==> src/rtl/cnn_layer_accel_weight_seq_ctrl.sv <==
// Weight-sequence table sequencer: walks NUM_SEQ addresses once per kernel
// for N kernels, with stall hold and read-aligned valid/last/kernel strobes.
module cnn_layer_accel_weight_seq_ctrl #(
  parameter int NUM_SEQ = 5,
  parameter int ADDR_W  = 3,
  parameter int KRNL_W  = 10
) (
  input  logic              clk,
  input  logic              rst,
  input  logic              start,
  input  logic [KRNL_W-1:0] cfg_num_kernels,
  input  logic              stall,
  output logic [ADDR_W-1:0] seq_rdAddr,
  output logic              seq_rden,
  output logic              seq_valid,
  output logic              seq_last,
  output logic [KRNL_W-1:0] seq_krnl_idx,
  output logic              busy,
  output logic              done
);

  typedef enum logic [1:0] {
    IDLE,
    RUN,
    DRAIN,
    DONE
  } state_t;

  localparam logic [ADDR_W-1:0] LAST_ADDR = ADDR_W'(NUM_SEQ - 1);

  state_t            state_q, state_d;
  logic [ADDR_W-1:0] addr_q, addr_d;
  logic [KRNL_W-1:0] krnl_q, krnl_d;
  logic [KRNL_W-1:0] n_q, n_d;
  logic              valid_q, valid_d;
  logic              last_q, last_d;
  logic [KRNL_W-1:0] kidx_q, kidx_d;
  logic              rden;
  logic              at_last;
  logic              last_krnl;

  assign rden      = (state_q == RUN) && !stall;
  assign at_last   = (addr_q == LAST_ADDR);
  // Compare against N-1 so N = 2^KRNL_W-1 never needs a wider counter
  assign last_krnl = (krnl_q == (n_q - KRNL_W'(1)));

  always_comb begin
    state_d = state_q;
    addr_d  = addr_q;
    krnl_d  = krnl_q;
    n_d     = n_q;
    unique case (state_q)
      IDLE: begin
        if (start) begin
          n_d    = cfg_num_kernels;
          addr_d = '0;
          krnl_d = '0;
          if (cfg_num_kernels == '0) begin
            state_d = DONE;
          end else begin
            state_d = RUN;
          end
        end
      end
      RUN: begin
        if (rden) begin
          if (at_last) begin
            addr_d = '0;
            if (last_krnl) begin
              state_d = DRAIN;
            end else begin
              krnl_d = krnl_q + KRNL_W'(1);
            end
          end else begin
            addr_d = addr_q + ADDR_W'(1);
          end
        end
      end
      DRAIN: state_d = DONE;
      DONE:  state_d = IDLE;
      default: state_d = IDLE;
    endcase
  end

  always_comb begin
    valid_d = rden;
    last_d  = rden && at_last;
    kidx_d  = rden ? krnl_q : kidx_q;
  end

  always_ff @(posedge clk) begin
    if (rst) begin
      state_q <= IDLE;
      addr_q  <= '0;
      krnl_q  <= '0;
      n_q     <= '0;
      valid_q <= 1'b0;
      last_q  <= 1'b0;
      kidx_q  <= '0;
    end else begin
      state_q <= state_d;
      addr_q  <= addr_d;
      krnl_q  <= krnl_d;
      n_q     <= n_d;
      valid_q <= valid_d;
      last_q  <= last_d;
      kidx_q  <= kidx_d;
    end
  end

  assign seq_rdAddr   = addr_q;
  assign seq_rden     = rden;
  assign seq_valid    = valid_q;
  assign seq_last     = last_q;
  assign seq_krnl_idx = kidx_q;
  assign busy         = (state_q != IDLE);
  assign done         = (state_q == DONE);

endmodule

==> config.mk <==
export PLATFORM = sky130hd
export DESIGN_NAME = cnn_layer_accel_weight_seq_ctrl
export DESIGN_NICKNAME = d
export VERILOG_FILES = /design/src/rtl/cnn_layer_accel_weight_seq_ctrl.sv
export SDC_FILE = /design/constraint.sdc
export NUM_CORES = 1
export LEC_CHECK = 0
export ABC_AREA = 1
export CORE_MARGIN = 2
export CORE_UTILIZATION = 61
export CTS_BUF_LIST = sky130_fd_sc_hd__clkbuf_16
export CTS_CLUSTER_SIZE = 10
export DETAILED_ROUTE_END_ITERATION = 6
export DONT_BUFFER_PORTS = 1
export GPL_ROUTABILITY_DRIVEN = 0
export GPL_TIMING_DRIVEN = 0
export HOLD_SLACK_MARGIN = 0.08
export PLACE_DENSITY = 0.77
export SLEW_MARGIN = 25
export SYNTH_ARGS = -nofsm -noshare
export SYNTH_HDL_FRONTEND = slang
export SYNTH_SLANG_ARGS = --single-unit
==> constraint.sdc <==
create_clock -name clk -period 3.6 [get_ports clk]
set_input_delay 1.08 -clock clk [delete_from_list [all_inputs] [get_ports clk]]
set_output_delay 1.08 -clock clk [all_outputs]
set_load 0.02 [all_outputs]
; ---- Word level (Yosys, flattened, before mapping)
; Index checks and enable logic that the tools add are counted.
; Widths: inputs -> output; s select.
[totals]
out_inout_bits = 18
inputBits = 14
reg_bits = 37
[op_classes]
add_sub_neg = 3
n_eq_ne = 10
n_mux = 15
n_reduce_logical = 11
[ops]
columns = cell, n
row1 = $mux 10, 4
row2 = $pmux 10 s2, 1
row3 = $add 10x1->10 const B, 1
row4 = $eq 10x10->1, 1
row5 = $logic_not 10->1, 1
row6 = $mux 2, 5
row7 = $ne 2x2->1 const B, 5
row8 = $sub 10x1->10 const B, 1
row9 = $mux 3, 3
row10 = $pmux 2 s4, 1
row11 = $pmux 3 s2, 1
row12 = $reduce_and 5->1, 1
row13 = $eq 2x2->1 const B, 2
row14 = $reduce_and 4->1, 1
row15 = $reduce_bool 2->1, 2
row16 = $add 3x1->3 const B, 1
row17 = $eq 3x3->1 const B, 1
row18 = $reduce_and 3->1, 1
row19 = $eq 2x1->1 const B, 1
row20 = $logic_and 1x1->1, 2
row21 = $logic_not 2->1, 1
row22 = $reduce_and 2->1, 1
row23 = $logic_not 1->1, 1

; ---- Logic depth before layout (Yosys ltp)
; Gate-level depths: netlist (run 1).
[depth]
depth_word = 6
ltp_mapped = 14

; ---- Worst setup path after synthesis (run 1)
; OpenSTA, ideal clock, no wires.
[synth_path]
path_kind = input -> output
startpoint = in stall
endpoint = out seq_rden
path_stages = 2
n_path_buf = 1
setup_slack_ns = 0.818
t_arrival_ns = 1.702
path_cell_list = nor2_1 -> clkbuf_1
[synth_via]
elab_chain_len = 2
[synth_lines]
columns = item, line
row1 = from (decl), 12  ; input logic stall,
row2 = $logic_not 1->1, 42  ; assign rden = (state_q == RUN) && !stall;
row3 = $logic_and 1x1->1, 42
row4 = to (decl), 14  ; output logic seq_rden,
; Every way passes these cells.

; ---- Final worst setup path (run 1)
[layout_path]
startpoint = reg state_q[1]
endpoint = out seq_rden
[layout_via]
elab_chain_len = 2
[layout_lines]
columns = item, line
row1 = from (decl), 31  ; state_t state_q, state_d;
row2 = from (signal assigned), 101  ; state_q <= state_d;
row3 = $eq 2x1->1, 42
row4 = $logic_and 1x1->1, 42
; Every way passes these cells.

==> results of run 1 <==
==> flip-flops by register name, summed over array words and instances (netlist names) <==
| signal | flops |
|---|---|
| seq_rdAddr | 3 |
| seq_last | 1 |
| seq_valid | 1 |
| seq_krnl_idx | 10 |
| state_q | 2 |
| n_q | 10 |
| krnl_q | 10 |
==> layer usage <==
| metal | GRT usage | up-vias |
|---|---|---|
| li1 | - | 966 |
| met3 | 0.0725 | 9 |
| met1 | 0.311 | 859 |
| met4 | 0.0972 | 0 |
| met5 | 0 | - |
| met2 | 0.435 | 67 |
==> per-stage QoR <==
stage / std cells / total power [mW] / instance area, sq um
5_1_grt: 348 / 1.94 / 2320
2_1_floorplan: 294 / 1.12 / 2070
3_5_place_dp: 340 / 1.26 / 2130
3_3_place_gp: 340 / 1.25 / 2130
4_1_cts: 348 / 1.82 / 2320
6_report: 348 / 1.82 / 2320
==> worst min path at each step <==
stage	startpoint	end	slack, ns	cells past startpoint
finish	n_q[8]	n_q[8]	0.51	2
global route	krnl_q[4]	krnl_q[4]	0.53	2
CTS	krnl_q[4]	krnl_q[4]	0.51	2
detailed placement	n_q[6]	n_q[6]	0.50	2
global placement	n_q[8]	n_q[8]	0.48	2
floorplan	n_q[8]	n_q[8]	0.46	2
==> cells in the mapped netlist <==
cell type / instances
a211oi_1: 1
a21oi_1: 29
a41oi_1: 1
and3_1: 1
buf_2: 2
buf_4: 1
clkbuf_1: 6
clkbuf_2: 3
dfxtp_1: 37
ha_1: 9
inv_1: 28
inv_2: 3
nand2_1: 53
nand2_2: 2
nand2_4: 1
nand3_1: 21
nand3_2: 1
nand4_1: 5
nand4_4: 1
nor2_1: 39
nor2_2: 3
nor2_4: 3
nor3_1: 2
nor4_1: 4
o21ai_0: 22
xnor2_1: 5
xor2_1: 10
xor2_2: 1
==> cell type report <==
cell class / count / area [sq um]
clock buffers: 5 / 125
inverters: 31 / 116
fillers: 289 / 988
flip-flops and latches: 37 / 741
well taps: 46 / 57.6
plain buffers: 12 / 55.1
multi-input cells: 214 / 1160
clock inverters: 3 / 65.1
==> cell families after synthesis <==
kind of cell,after synthesis,share of synthesized area
AOI/OAI and AO/OA,53,0.131
adders and majority gates,9,0.0543
and+or+nand+nor,136,0.304
xor gates and xnor gates,16,0.0712
DFF,37,0.357
buffers and inverters,43,0.0826
==> cell usage in the layout (no fill, tap or decap), drive strengths merged, types with 5 or more instances in the layout <==
master / netlist / layout
ha: 9 / 9
nand4: 6 / 6
nor2: 45 / 45
o21ai: 22 / 22
xnor2: 5 / 5
inv: 31 / 31
xor2: 11 / 11
dfxtp: 37 / 37
nand3: 22 / 22
nand2: 56 / 56
clkbuf: 9 / 14
a21oi: 29 / 29
==> worst max-delay path, stage by stage (launching register included) <==
cell and delay, ns:
dfxtp_1 0.33, inv_1 0.10, ha_1 0.18, buf_4 0.20
inv_1 0.15, nor2_1 0.30, clkbuf_1 0.50
==> power groups by stage <==
stage | Clock, mW | Sequential, mW | Combinational [mW]
after CTS | 0.563 | 0.580 | 0.681
after global routing | 0.578 | 0.588 | 0.777
after global placement | 0 | 0.586 | 0.660
after floorplan | 0 | 0.570 | 0.553
final | 0.559 | 0.580 | 0.685
after detailed placement | 0 | 0.587 | 0.673
==> key figures, run 1 <==
CTS
  • Clock buffer depth: 2
  • Hold buffer count at cts: 0
  • Number of setup buffers added after CTS: 0
  • CTS tree: yes
  • Worst skew pair latency: 0.28 ns
  • Root Buffer Master: clkbuf_16
  • Worst-path clk slew: 0.06 ns
  • Count of clock tree sinks: 37
  • Number of CTS-inserted buffers: 5
  • Post-CTS sizing: 0
  • H-tree depth: 2

Drt
  • Initial DRC count: ~120
  • Vias post-DR: 1901
  • Avg WL per Cell: 14.0 um
  • Top layer in use: met4
  • Vias per inst: 5.46
  • DRC Markers: 0
  • Wl on met1: 2010 um
  • Met2 WL: approximately 2400 um
  • WL final: between 4000 and 5000 um
  • Met3 wire length: around 410 um
  • Antenna Violating Nets Remaining: 0
  • Drt first pass iters: 4

Timing
  • Part of the cycle the worst path needs: 0.867
  • Hold_ws: 0.511 ns
  • Final Setup Violations: 0
  • Final min period: 3.12 ns
  • Worst Setup Slack, final: 0.480 ns
  • Worst slew margin: 0.613
  • Worst-margin pin slew: 0.581 ns
  • Pins Over Slew Limit: 0
  • Setup TNS: 0 ns
  • Layout Skew: 0.00438 ns
  • Max frequency: approximately 0.32 GHz
  • Hold Vio Cnt, Final: 0
  • RSZ-0062 raised after global routing: no

Floorplan
  • Die Y: 62.3 um
  • Initial Util: 0.627
  • I/O pins: 32
  • DIE AREA: 3880 sq um
  • Core footprint: 3310 sq um
  • Die width: 62.3 um
  • Rows: 21

Layout
  • Antenna diode count: 0
  • P&R area growth vs syn: 11.9%
  • Post-layout util: 0.701
  • Final nets: 324
  • Share of cells above drive strength 1: 0.0960

Placed design
  • Number of port buffers: 0
  • Dpl hpwl: 3500 um
  • Dpl ws: 0.685 ns

Setup path
  • Worst R2R Setup Slack: roughly 1.3 ns
  • CP endpoint: seq_rden
  • Maximum fanout along the worst path: 10
  • Worst reg2reg path startpoint: state_q[0]
  • Crit. End Element: output pin
  • Worst Path Required: 2.52 ns
  • Critical Path Start: state_q[1]
  • RR Endpoint: krnl_q[1]
  • Worst Path Arrival: 2.04 ns
  • Setup CP Type: reg -> out
  • Worst-case reg-to-reg path depth: 10
  • CP startpoint kind: flip-flop

Yosys
  • Syn Nets: 317
  • Netlist cell types: 28
  • Register area share after synthesis: 0.357
  • Mapped Area: 2070 sq um
  • Syn avg cell area: 7.06 sq um
  • Syn. warnings: 0
  • Cells after synthesis: ~290
  • Top cells by area in the synthesized netlist: dfxtp_1, nand2_1, nor2_1
  • Synth area leader: dfxtp_1
  • Yosys top cell area share: 0.357
  • Yosys reg bits: 37

Job
  • Max Cap Viol: 0

Global route
  • Number of global-route vias before repair: 1790
  • Total gr overflow: 0
  • Tot GR Track Use: 0.257
  • Initial antenna violation count: 0
  • Pin count of the biggest net entering global routing: 13
  • First-pass GRT wire length: 7970 um

Pwr
  • Logic pwr share: 0.375
  • Reg power frac: 0.318
  • Lkg Pwr: approximately 1.0 nW
  • Clock Power Share: 0.306
  • Switching share of power: 0.402
  • Pint: 1.09 mW
  • VDD IR max: 0.000518 V
  • Switch Pwr: 734 uW
  • Pwr Density: 785 nW/um^2

Min path
  • HP Class: reg -> reg

Run status
  • Run status: finished clean
Power figures use the tool's default switching activity.
==> run 2, diff against run 1 <==
--- a/config.mk
+++ b/config.mk
@@ -16,7 +16,7 @@
 export GPL_TIMING_DRIVEN = 0
 export HOLD_SLACK_MARGIN = 0.08
 export PLACE_DENSITY = 0.77
-export SLEW_MARGIN = 25
+export SLEW_MARGIN = 40
 export SYNTH_ARGS = -nofsm -noshare
 export SYNTH_HDL_FRONTEND = slang
 export SYNTH_SLANG_ARGS = --single-unit
==> results of run 2 <==
Same layout as run 1: the final DEF is identical, and so are final timing and power.
